$ cat src/rtl/decoder_n_scan_pkg.sv
// Shared types for the one-hot select decoder: FSM state encoding and mode values.
// Imported by the top and sub-module; holds no logic.
package decoder_pkg;

    typedef enum logic [1:0] {
        IDLE = 2'd0,
        HOLD = 2'd1,
        SCAN = 2'd2
    } state_t;

    localparam logic MODE_DECODE = 1'b0;
    localparam logic MODE_SCAN   = 1'b1;

endpackage

$ cat src/rtl/decoder_n_scan_if.sv
// Load handshake plus decoded select outputs; master drives code/control, slave owns outputs.
// in_ready is combinational from the slave; everything else on the slave side is registered.
interface decoder_n_scan_if #(
    parameter int SEL_W = 2
);
    localparam int OUT_W = 2**SEL_W;

    logic               en;
    logic               mode;
    logic               in_valid;
    logic               in_ready;
    logic [SEL_W-1:0]   in;
    logic [0:OUT_W-1]   y;
    logic [SEL_W-1:0]   cur;
    logic               wrap;

    modport master (
        output en, mode, in_valid, in,
        input  in_ready, y, cur, wrap
    );

    modport slave (
        input  en, mode, in_valid, in,
        output in_ready, y, cur, wrap
    );
endinterface

$ cat src/rtl/decoder_n_scan_onehot_dec.sv
// Combinational SEL_W-to-2**SEL_W one-hot decoder with enable; zero latency.
// No handshake; all zeros when disabled.
module onehot_dec #(
    parameter int SEL_W = 2
) (
    input  logic                  i_en,
    input  logic [SEL_W-1:0]      i_sel,
    output logic [0:(2**SEL_W)-1] o_dec
);
    always_comb begin
        o_dec = '0;
        if (i_en) begin
            o_dec[i_sel] = 1'b1;
        end
    end
endmodule

$ cat src/rtl/decoder_n_scan.sv
// Registered one-hot select driver with hold and auto-scan; load visible one cycle after accept.
// Loads are refused (in_ready low) while scanning or disabled.
module decoder_n_scan
    import decoder_pkg::*;
#(
    parameter int SEL_W      = 2,
    parameter int DWELL      = 4,
    parameter int ACTIVE_LOW = 0
) (
    input  logic             clk,
    input  logic             rst_n,
    decoder_n_scan_if.slave  bus
);
    localparam int OUT_W = 2**SEL_W;
    localparam int CNT_W = ($clog2(DWELL) > 1) ? $clog2(DWELL) : 1;
    localparam logic [CNT_W-1:0] CNT_MAX = CNT_W'(DWELL - 1);
    localparam logic [0:OUT_W-1] Y_IDLE  = (ACTIVE_LOW != 0) ? {OUT_W{1'b1}} : {OUT_W{1'b0}};

    state_t             r_state;
    state_t             w_state_nxt;
    logic [SEL_W-1:0]   r_cur;
    logic [SEL_W-1:0]   w_cur_nxt;
    logic [SEL_W-1:0]   w_cur_inc;
    logic [CNT_W-1:0]   r_cnt;
    logic [CNT_W-1:0]   w_cnt_nxt;
    logic               r_wrap;
    logic               w_wrap_nxt;
    logic [0:OUT_W-1]   r_y;
    logic [0:OUT_W-1]   w_dec;
    logic               w_load;

    assign bus.in_ready = bus.en && (r_state != SCAN);
    assign w_load       = bus.in_valid && bus.in_ready;
    assign w_cur_inc    = r_cur + 1'b1;

    always_comb begin
        w_state_nxt = r_state;
        w_cur_nxt   = r_cur;
        w_cnt_nxt   = r_cnt;
        w_wrap_nxt  = 1'b0;
        if (!bus.en) begin
            w_state_nxt = IDLE;
            w_cur_nxt   = '0;
            w_cnt_nxt   = '0;
        end else begin
            case (r_state)
                IDLE, HOLD: begin
                    if (w_load) begin
                        w_cur_nxt   = bus.in;
                        w_cnt_nxt   = '0;
                        w_state_nxt = (bus.mode == MODE_SCAN) ? SCAN : HOLD;
                    end else if (r_state == HOLD && bus.mode == MODE_SCAN) begin
                        w_cnt_nxt   = '0;
                        w_state_nxt = SCAN;
                    end
                end
                SCAN: begin
                    // Leaving scan freezes the visible code; no increment on that edge.
                    if (bus.mode == MODE_DECODE) begin
                        w_state_nxt = HOLD;
                        w_cnt_nxt   = '0;
                    end else if (r_cnt == CNT_MAX) begin
                        w_cnt_nxt  = '0;
                        w_cur_nxt  = w_cur_inc;
                        w_wrap_nxt = (w_cur_inc == '0);
                    end else begin
                        w_cnt_nxt = r_cnt + 1'b1;
                    end
                end
                default: begin
                    w_state_nxt = IDLE;
                    w_cur_nxt   = '0;
                    w_cnt_nxt   = '0;
                end
            endcase
        end
    end

    // Decode the next-cycle code so y lines up with cur from the same edge.
    onehot_dec #(
        .SEL_W (SEL_W)
    ) u_dec (
        .i_en  (w_state_nxt != IDLE),
        .i_sel (w_cur_nxt),
        .o_dec (w_dec)
    );

    always_ff @(posedge clk or negedge rst_n) begin
        if (!rst_n) begin
            r_state <= IDLE;
            r_cur   <= '0;
            r_cnt   <= '0;
            r_wrap  <= 1'b0;
            r_y     <= Y_IDLE;
        end else begin
            r_state <= w_state_nxt;
            r_cur   <= w_cur_nxt;
            r_cnt   <= w_cnt_nxt;
            r_wrap  <= w_wrap_nxt;
            r_y     <= (ACTIVE_LOW != 0) ? ~w_dec : w_dec;
        end
    end

    assign bus.y    = r_y;
    assign bus.cur  = r_cur;
    assign bus.wrap = r_wrap;

endmodule
$ cat src/flat_wrapper.sv
// flat-port wrapper written by rule: the top's interface ports become plain ports
module decoder_n_scan_flat import decoder_pkg::*;
#(
    parameter int SEL_W      = 2,
    parameter int DWELL      = 4,
    parameter int ACTIVE_LOW = 0
)
  (clk, rst_n, bus_en, bus_mode, bus_in_valid, bus_in, bus_in_ready, bus_y, bus_cur, bus_wrap);
  decoder_n_scan_if #(.SEL_W(SEL_W)) bus_i ();
  input  logic clk;
  input  logic rst_n;
  input wire logic [$bits(bus_i.en)-1:0] bus_en;
  input wire logic [$bits(bus_i.mode)-1:0] bus_mode;
  input wire logic [$bits(bus_i.in_valid)-1:0] bus_in_valid;
  input wire logic [$bits(bus_i.in)-1:0] bus_in;
  output wire logic [$bits(bus_i.in_ready)-1:0] bus_in_ready;
  output wire logic [$bits(bus_i.y)-1:0] bus_y;
  output wire logic [$bits(bus_i.cur)-1:0] bus_cur;
  output wire logic [$bits(bus_i.wrap)-1:0] bus_wrap;
  assign bus_i.en = bus_en;
  assign bus_i.mode = bus_mode;
  assign bus_i.in_valid = bus_in_valid;
  assign bus_i.in = bus_in;
  assign bus_in_ready = bus_i.in_ready;
  assign bus_y = bus_i.y;
  assign bus_cur = bus_i.cur;
  assign bus_wrap = bus_i.wrap;
  decoder_n_scan #(.SEL_W(SEL_W), .DWELL(DWELL), .ACTIVE_LOW(ACTIVE_LOW)) u_core (.clk(clk), .rst_n(rst_n), .bus(bus_i));
endmodule
$ cat config.mk
export PLATFORM = sky130hd
export DESIGN_NAME = decoder_n_scan_flat
export DESIGN_NICKNAME = d
export VERILOG_FILES = /design/src/rtl/decoder_n_scan_pkg.sv /design/src/rtl/decoder_n_scan_if.sv /design/src/rtl/decoder_n_scan_onehot_dec.sv /design/src/rtl/decoder_n_scan.sv /design/src/flat_wrapper.sv
export SDC_FILE = /design/constraint.sdc
export NUM_CORES = 1
export LEC_CHECK = 0
export BUFFER_PORTS_ARGS = -buffer_cell sky130_fd_sc_hd__buf_2
export CORE_AREA = 2 2 39 41
export DETAILED_ROUTE_END_ITERATION = 8
export DIE_AREA = 0 0 41 43
export PLACE_DENSITY = 0.61
export SETUP_SLACK_MARGIN = 0.1
export SLEW_MARGIN = 20
export SYNTH_ARGS = -nofsm -noshare
export SYNTH_HDL_FRONTEND = slang
export SYNTH_HIERARCHICAL = 1
export SYNTH_SLANG_ARGS = --single-unit
$ cat constraint.sdc
create_clock -name clk -period 3.8 [get_ports clk]
set_input_delay 0.19 -clock clk [delete_from_list [all_inputs] [get_ports clk]]
set_output_delay 0.19 -clock clk [all_outputs]
set_load 0.005 [all_outputs]
==> impl_metrics.ini, run 1 <==
[outcome]
status = complete, no violations

[critical_path]
worstSetupPathType = reg -> reg
critPathCaptureType = flip-flop
crit_required_ns = 3.97
cp_num_buf_inv = 0
critPathLaunchType = flip-flop
cpLargestDelayFamily = flip-flops
cp_slowest_cell = dfrtp_1
cp_slowest_stage_delay_ns = 0.40
cp_cell_sequence = ha_1, nand2_1, mux2i_1, o22ai_1, and3b_1
worst-path-max-fanout = 5
cp.arrival_ns = 1.64

[routing]
vias = 372
first_iter_violations = 2
routedWlPerCell_um = 12.95
drcViolationCount = 0
ant_nets = 0
drt_first_pass_iters = 4
viasPerCell = 4.960
totalWireLength_um = 971

[power_and_ir_drop]
finalPower_w = 0.0002364
power-per-cell-area_mw_per_mm2 = 376.4
peakVddDrop_mv = 0.1925
p_leak_nw = 0.3511

[die]
die_area_mm2 = 0.001763
fp.dieW_um = 41
start_util_pct = 36.26
chipHeight_um = 43
core-area_mm2 = 0.001384
pin_count = 15
fp-row-count = 14

[timing]
tns_ns = 0
rsz0062_at_grt = no
fin_crit_sh_pct = 38.64
min_period_ns = 1.468
drv_slew = 0
relSlewSlack_pct = 75.15
hold_viol = 0
fin_skew_ns = 0.003845
worst_slack_ns = 2.332
setup_viol = 0
fmax_mhz = 681.1
tightest_slew_ns = 0.3727

[place]
placedCellCount = 70
gp_congestion = 0.6839
dp_slack_ns = 2.343
dp_hpwl_um = 704.2
io_buffers = 14

[global_routing]
antenna_found_initial = 0
grt_max_degree = 12
globalRouteOverflowTotal = 0
grt_pass1_wl_um = 1656
grt_use_total_pct = 15.20
grt_pass1_vias = 364

[layout]
final_layout_size_suffix_gt1_share_pct = 35.59
layout_commonest_cell = buf_2
stdcell_count = 75
finalNetCount = 69
insertedDiodeCount = 0
layout_common_cells = buf_2, dfrtp_1, clkbuf_4, mux2i_1, nand2_1
area_delta_synth_final_pct = 25.19
postLayoutCoreUtil_pct = 45.39

[synth]
synth_top_cell_by_area = dfrtp_1
synth_cell_types = 22
syn_area_per_cell_um2 = 12.54
syn_inst = 40
ys_seq_area_share_pct = 54.86
synthesis.nets = 49
syn_area_um2 = 501.7
synthTopCellsByArea = dfrtp_1, mux2i_1, ha_1
ys_warn_count = 6
synth-seq-cells = 11
synth_top_area_share_pct = 54.86

[clock_network]
postCtsSetupBuffers = 0
cts_buffers = 3
htree_levels = 1
path_clk_slew_ns = 0.07
clock_latency_ns = 0.28
cts.sinks = 11
clockRootBuffer = clkbuf_4
cts_tree = built
cts_resized = 0
ctsLongestPathBuffers = 2

[worst_hold_path]
hp-class = in -> reg

[job]
drv_cap = 0
[Yosys cell counts (all sizes together)]
| cell | n |
|---|---|
| a32o | 1 |
| nand2 | 3 |
| nor3 | 1 |
| a211oi | 2 |
| dfrtp | 11 |
| ha | 2 |
| xor2 | 1 |
| and2b | 1 |
| o22ai | 2 |
| nor2 | 1 |
| a21oi | 1 |
| and3 | 3 |
| mux2i | 3 |
| nor2b | 1 |
| nand2b | 1 |
| and2 | 1 |
| and3b | 2 |
| inv | 1 |
| nand3b | 1 |
| nor3b | 1 |
[final cells by class]
cell class	count	area, um^2
Clock buffer	4	26.28
Fill cell	126	755.7
Inverter	1	3.754
Multi-Input combinational cell	28	222.7
Sequential cell	11	275.3
Tap cell	16	20.02
Timing Repair Buffer	15	80.08
[cells by family (layout without fill, tap and decap cells)]
logic type | Yosys count | in the layout | share of synthesized area, %
and+or+nand+nor | 16 | 16 | 22.20
DFF | 11 | 11 | 54.86
AOI/OAI and AO/OA | 6 | 6 | 9.475
muxes | 3 | 3 | 5.985
adders and majority gates | 2 | 2 | 4.987
xor gates and xnor gates | 1 | 1 | 1.746
buffers and inverters | 1 | 20 | 0.7474
[per-layer routing]
metal	track usage [%]	vias up	part of all wire, %
li1	-	183	-
met1	17.97	174	45
met2	20.63	10	44
met3	4.712	5	6.6
met4	14.00	0	4.3
met5	0	-	0
[worst reg2reg max path, delay by kind of cell (launching register included)]
family	cells	cell delay, ns
flops	1	0.40
simple gates	2	0.33
fa+ha+maj	1	0.21
mux	1	0.09
compound gates	1	0.33
[final timing paths]
kind	endpoint	cells after the start	from	slack, ns
max	u_core/bus.y[1]	5	u_core/r_cnt[0]	2.33
min	u_core/r_state[1]	2	bus_mode	0.20
max reg2reg	u_core/bus.y[1]	5	u_core/r_cnt[0]	2.33
min reg2reg	u_core/r_cnt[1]	1	u_core/r_cnt[1]	0.54
max in group asynchronous	u_core/bus.y[2]	2	rst_n	3.30
min in group asynchronous	u_core/r_cnt[0]	2	rst_n	0.30
[flip-flops by register name, indices dropped and copies added, names as in the netlist]
register and count:
u_core/r_state 2, u_core/bus.wrap 1, u_core/bus.cur 2, u_core/bus.y 4, u_core/r_cnt 2
[what timing repair did]
action,4_1_cts,5_1_grt
hold endpoints to repair,11,0
hold buffers,1,0
endpoints found under the setup margin,0,0
[report_power, final]
group	switching [W]	internal, W
clock	0.0000421	0.0000408
combinational	0.0000148	0.0000135
sequential	0.00000383	0.000122
total	0.0000606	0.000176
[metrics by stage]
stage | hold WS [ns] | area (um^2)
after floorplan | -0.1056 | 501.7
after global placement | 0.07130 | 591.8
after detailed placement | 0.07117 | 591.8
after CTS | 0.1967 | 628.1
after global routing | 0.2011 | 628.1
final | 0.1963 | 628.1
Power figures use the tool's default switching activity.
==> run 2, diff against run 1 <==
- ABC_AREA: default -> 1
- PLACE_DENSITY: 0.61 -> 0.67
- clock period: 3.8 -> 1.3 ns (I/O delays scaled with it)
==> impl_metrics.ini, run 2 <==
[outcome]
status = complete, no violations

[die]
fp-row-count = 14
chipHeight_um = 43
fp.dieW_um = 41
core-area_mm2 = 0.001384
die_area_mm2 = 0.001763
pin_count = 15
start_util_pct = 38.97

[synth]
synth_top_cell_by_area = dfrtp_1
synthTopCellsByArea = dfrtp_1, nand2_1, nor2_1
synth_ff_type = dfrtp_1
synth.most_common_cell = nand2_1
syn_area_um2 = 539.3
ys_seq_area_share_pct = 51.04
synthesis.nets = 72
synth-xor-area-share_pct = 0
synth_cell_types = 18
ys_warn_count = 6
synth_compound_area_share_pct = 3.944
yosys.area_share.simple_pct = 30.86
synth_top_area_share_pct = 51.04
synthArstFlopShare_pct = 100.0
syn_inst = 63
synthAdderAreaFrac_pct = 4.640
synth_edf_count = 0
synth.mux.area_fraction_pct = 1.856
syn_area_per_cell_um2 = 8.560
synth-seq-cells = 11
synth_common_cells = nand2_1, dfrtp_1, nor2_1, inv_1, nand3_1
synth_top_family_by_area = simple AND/OR/NAND/NOR gates

[layout]
insertedDiodeCount = 0
final_layout_size_suffix_gt1_share_pct = 58.89
layout_commonest_cell = buf_2
largest_reg_flops = 4
layout_common_cells = buf_2, dfrtp_1, buf_4
area_delta_synth_final_pct = 56.38
fill_cells = 116
postLayoutCoreUtil_pct = 60.94
finalNetCount = 100

[timing]
hold_viol = 0
setup_viol = 0
fin_skew_ns = 0.006978
tightest_slew_ns = 0.2653
whs_ns = 0.06131
relSlewSlack_pct = 82.31
min_period_ns = 1.270
drv_slew = 0
fin_crit_sh_pct = 97.65
worst_slack_ns = 0.03049
fmax_mhz = 787.7
rsz0062_at_grt = yes

[critical_path]
crit_required_ns = 1.47
rrSetupSlack_ns = 0.03
cp.arrival_ns = 1.44
critPathLaunchType = flip-flop
worst-path-max-fanout = 3
critPathCaptureType = flip-flop
worstSetupPathType = reg -> reg

[global_routing]
globalRouteOverflowTotal = 0
grt_max_degree = 12
grt_pass1_wl_um = 1938
grt_pass1_vias = 467
grt_use_total_pct = 17.35
antenna_found_initial = 0

[clock_network]
cts_buffers = 3
cts.sinks = 11
cts_tree = built
ctsLongestPathBuffers = 2
path_clk_slew_ns = 0.07
clockRootBuffer = clkbuf_4
htree_levels = 1
clock_latency_ns = 0.27

[place]
dp_slack_ns = -0.02035
gp_congestion = 0.7653
dp_hpwl_um = 888.5
io_buffers = 14

[job]
drv_cap = 0

[routing]
totalWireLength_um = 1298
routedWlPerCell_um = 12.25
ant_nets = 0
drt_first_pass_iters = 2
vias = 518
viasPerCell = 4.887
drcViolationCount = 0
first_iter_violations = 6

[power_and_ir_drop]
power-per-cell-area_mw_per_mm2 = 907.9
peakVddDrop_mv = 0.7472
p_leak_nw = 0.4330

[worst_hold_path]
hp-class = in -> reg
-- run 2: repair_timing --
item	4_1_cts	5_1_grt
endpoints found under the setup margin	4	5
endpoints found under the hold margin	11	0
gates resized for setup	7	23
pin swaps	4	5
hold buffers	1	0
buffers inserted	1	2
-- run 2: cell type report --
cell class / instances / area [um^2] / area share (%)
Multi-Input combinational cell: 41 / 334.1 / 39.61
Sequential cell: 11 / 275.3 / 32.64
Timing Repair Buffer: 23 / 143.9 / 17.06
Inverter: 11 / 43.79 / 5.193
Clock buffer: 4 / 26.28 / 3.116
Tap cell: 16 / 20.02 / 2.374
-- run 2: final timing paths --
check                           depth (start not counted)                 to       startpoint
max in group asynchronous                               2    u_core/r_cnt[0]            rst_n
worst max register to register                          8    u_core/bus.y[0]  u_core/r_cnt[0]
min in group asynchronous                               2  u_core/r_state[1]            rst_n
worst min-delay path                                    2  u_core/r_state[0]         bus_mode
worst min register to register                          2    u_core/r_cnt[1]  u_core/r_cnt[1]
worst max-delay path                                    8    u_core/bus.y[0]  u_core/r_cnt[0]
-- run 2: report_power, final --
group | internal (W) | switching (W) | leakage [nW]
registers | 0.000354 | 0.00000958 | 0.151
clock network | 0.000119 | 0.000112 | 0.0150
logic | 0.0000760 | 0.0000947 | 0.267
total | 0.000549 | 0.000216 | 0.433
-- run 2: metal layers --
metal  GRT usage, %  share of wire, %  wire length (um)  vias up
met5              0                 0                 0        -
li1               -                 -                 -      256
met1          20.68                40               519      249
met4          10.00               2.2                29        0
met3          8.377               4.7                61        4
met2          24.38                53               688        9
-- run 2: cells by family (layout without fill, tap and decap cells) --
| family | count (synthesis) | count (layout) |
|---|---|---|
| AO/OA/AOI/OAI | 4 | 4 |
| adder cells (fa/ha/maj) | 2 | 2 |
| buffers and inverters | 11 | 38 |
| flip-flops | 11 | 11 |
| multiplexers | 1 | 1 |
| AND/OR/NAND/NOR | 34 | 34 |
-- run 2: worst max-delay path, stage by stage, from the launching register on --
cell     delay, ns
dfrtp_1       0.38
ha_2          0.20
nand2_4       0.08
inv_4         0.05
nand2_2       0.05
nand3_2       0.08
a21oi_4       0.18
buf_6         0.12
nor2_1        0.03
-- run 2: metrics by stage --
stage	power [W]	instances	setup TNS, ns	area, um^2
after CTS	0.0007313	104	0	744.5
after detailed placement	0.0004844	98	-0.03914	670.6
final	0.0007656	106	0	843.3
after floorplan	0.0004256	63	0	543.0
after global placement	0.0004820	98	-0.003049	670.6
after global routing	0.0008130	106	-0.04061	843.3
==> run 3, diff against run 2 <==
- BUFFER_PORTS_ARGS: -buffer_cell sky130_fd_sc_hd__buf_2 -> default
- DONT_BUFFER_PORTS: default -> 1
- PLACE_DENSITY: 0.67 -> 0.59
- SYNTH_HIERARCHICAL: 1 -> default
==> impl_metrics.ini, run 3 <==
[synth]
syn_area_um2 = 561.8
synth_top_area_share_pct = 49.00
synthesis.nets = 73
synth_top_cell_by_area = dfrtp_1
ys_seq_area_share_pct = 49.00
synth.most_common_cell = inv_1
synth_compound_area_share_pct = 6.904
synth_ff_type = dfrtp_1
syn_inst = 63
syn_area_per_cell_um2 = 8.917
synthTopCellsByArea = dfrtp_1, inv_1, ha_1
synth_common_cells = inv_1, dfrtp_1, nand2_1, nor2_1, nand3_1
synthAdderAreaFrac_pct = 6.682
synth_cell_types = 18
synth.mux.area_fraction_pct = 0
yosys.area_share.simple_pct = 26.50
synth-seq-cells = 11
synth-xor-area-share_pct = 1.559
synthArstFlopShare_pct = 100.0
ys_warn_count = 0
synth_edf_count = 0
synth_top_family_by_area = simple AND/OR/NAND/NOR gates

[place]
gp_congestion = 0.8110
dp_hpwl_um = 739.1
placedCellCount = 80
io_buffers = 0

[global_routing]
grt_use_total_pct = 15.23
grt_max_degree = 12
globalRouteOverflowTotal = 0
antenna_found_initial = 0
grt_pass1_wl_um = 1807
grt_pass1_vias = 437

[critical_path]
worstSetupPathType = reg -> reg
worst-path-max-fanout = 4
critical_path.startpoint = u_core.bus.cur[1]
cp_slowest_stage_delay_ns = 0.41
critPathLaunchType = flip-flop
cp.arrival_ns = 1.34
cp_slowest_cell = dfrtp_1
r2r_start = u_core.bus.cur[1]
critPathCaptureType = flip-flop
cp_cell_sequence = ha_1, o211ai_2, nand2_2, inv_2, nor2_1
crit_required_ns = 1.46

[clock_network]
cts_tree = built
clockRootBuffer = clkbuf_4
path_clk_slew_ns = 0.08
cts.sinks = 11
cts_buffers = 3
clock_latency_ns = 0.27
ctsLongestPathBuffers = 2
htree_levels = 1

[timing]
tightest_slew_ns = 0.4755
relSlewSlack_pct = 68.19
hold_viol = 0
fmax_mhz = 847.6
whs_ns = 0.06526
fin_skew_ns = 0.007736
tns_ns = 0
setup_viol = 0
rsz0062_at_grt = yes
min_period_ns = 1.180
drv_slew = 0
fin_crit_sh_pct = 90.76

[power_and_ir_drop]
swShare_pct = 26.88
p_leak_nw = 0.3530
power-per-cell-area_mw_per_mm2 = 1030
power_frac_comb_pct = 13.6
pwr-share-clk_pct = 33.6
seqPwrFrac_pct = 52.7
power_switching_w = 0.0001885
p_int_w = 0.0005129
peakVddDrop_mv = 0.5383

[routing]
ant_nets = 0
drt_first_pass_iters = 5
vias = 435
viasPerCell = 4.833
drcViolationCount = 0
routedWlPerCell_um = 11.07
first_iter_violations = 7
totalWireLength_um = 996

[die]
fp.dieW_um = 41
fp-row-count = 14
pin_count = 15
start_util_pct = 40.60
core-area_mm2 = 0.001384
die_area_mm2 = 0.001763
chipHeight_um = 43

[layout]
insertedDiodeCount = 0
stdcell_count = 90
area_delta_synth_final_pct = 21.16
finalNetCount = 85
largest_reg_flops = 4
layout_common_cells = dfrtp_1, inv_1, nor2_1
layout_commonest_cell = dfrtp_1
final_layout_size_suffix_gt1_share_pct = 28.38

[outcome]
status = complete, no violations

[job]
drv_cap = 0

[worst_hold_path]
hold_start = bus_en
hp-class = in -> reg
## run 3: cell types whose count changed in the layout (fill, tap and decap cells not counted), sizes merged, moves of 2 or more
cell | before | now
o211ai | 0 | 3
dlygate4sd3 | 1 | 3
nor2 | 11 | 9
nand4 | 1 | 3
nand2 | 14 | 11
inv | 11 | 14
buf | 22 | 4
## run 3: worst max-delay path, delay by kind of cell, from the launching register on
family / cells / cell delay (ns)
buffers and inverters: 1 / 0.07
and+or+nand+nor: 2 / 0.15
adders and majority gates: 1 / 0.29
DFF: 1 / 0.41
AOI/OAI and AO/OA: 1 / 0.15
## run 3: final timing paths
kind | to | slack [ns] | depth (start not counted)
min in group asynchronous | u_core.bus.cur[1] | 0.18 | 1
hold / removal | u_core.bus.wrap | 0.07 | 4
setup reg to reg | u_core.bus.y[2] | 0.12 | 5
setup / recovery | u_core.bus.y[2] | 0.12 | 5
hold reg to reg | u_core.r_cnt[0] | 0.60 | 2
max in group asynchronous | u_core.bus.y[3] | 0.79 | 1
## run 3: area by class of cell
type / instances / area (um^2)
Fill cell: 118 / 703.2
Tap cell: 16 / 20.02
Inverter: 14 / 52.55
Multi-Input combinational cell: 38 / 246.5
Sequential cell: 11 / 275.3
Clock buffer: 4 / 26.28
Timing Repair Buffer: 7 / 60.06
## run 3: logic make-up (layout without fill, tap and decap cells)
logic type               after synthesis  in the layout
AO/OA/AOI/OAI                          5              5
XOR/XNOR                               1              1
adder cells (fa/ha/maj)                3              3
buffers and inverters                 14             25
flip-flops                            11             11
AND/OR/NAND/NOR                       29             29
## run 3: repair_timing
item,4_1_cts,5_1_grt
buffers inserted,0,3
gates resized for setup,2,4
endpoints found under the setup margin,3,5
pin swaps,3,5
hold buffers,3,0
endpoints found under the hold margin,16,0
## run 3: stage by stage
stage | setup WS [ns] | area [um^2] | util, % | total power [W]
after floorplan | 0.1609 | 561.8 | - | 0.0004380
after CTS | 0.1048 | 650.6 | 47.02 | 0.0006993
after global routing | 0.05825 | 680.7 | 49.19 | 0.0007375
final | 0.1202 | 680.7 | 49.19 | 0.0007014
after detailed placement | 0.1012 | 589.3 | 42.59 | 0.0004554
after global placement | 0.1239 | 589.3 | 42.59 | 0.0004545
## run 3: power by group through the flow
stage / Sequential [W] / Clock (W) / Combinational (W)
CTS: 0.000370 / 0.000234 / 0.0000952
floorplan: 0.000376 / 0 / 0.0000623
finish: 0.000370 / 0.000236 / 0.0000955
global placement: 0.000377 / 0 / 0.0000777
detailed placement: 0.000377 / 0 / 0.0000784
global route: 0.000374 / 0.000255 / 0.000109
## run 3: layer usage
metal	vias to the layer above	GRT usage (%)	part of all wire [%]	wire length, um
li1	223	-	-	-
met1	195	19.00	46	456
met2	13	20.94	45	446
met3	4	7.853	6.7	67
met4	0	7.333	2.6	26
met5	-	0	0	0
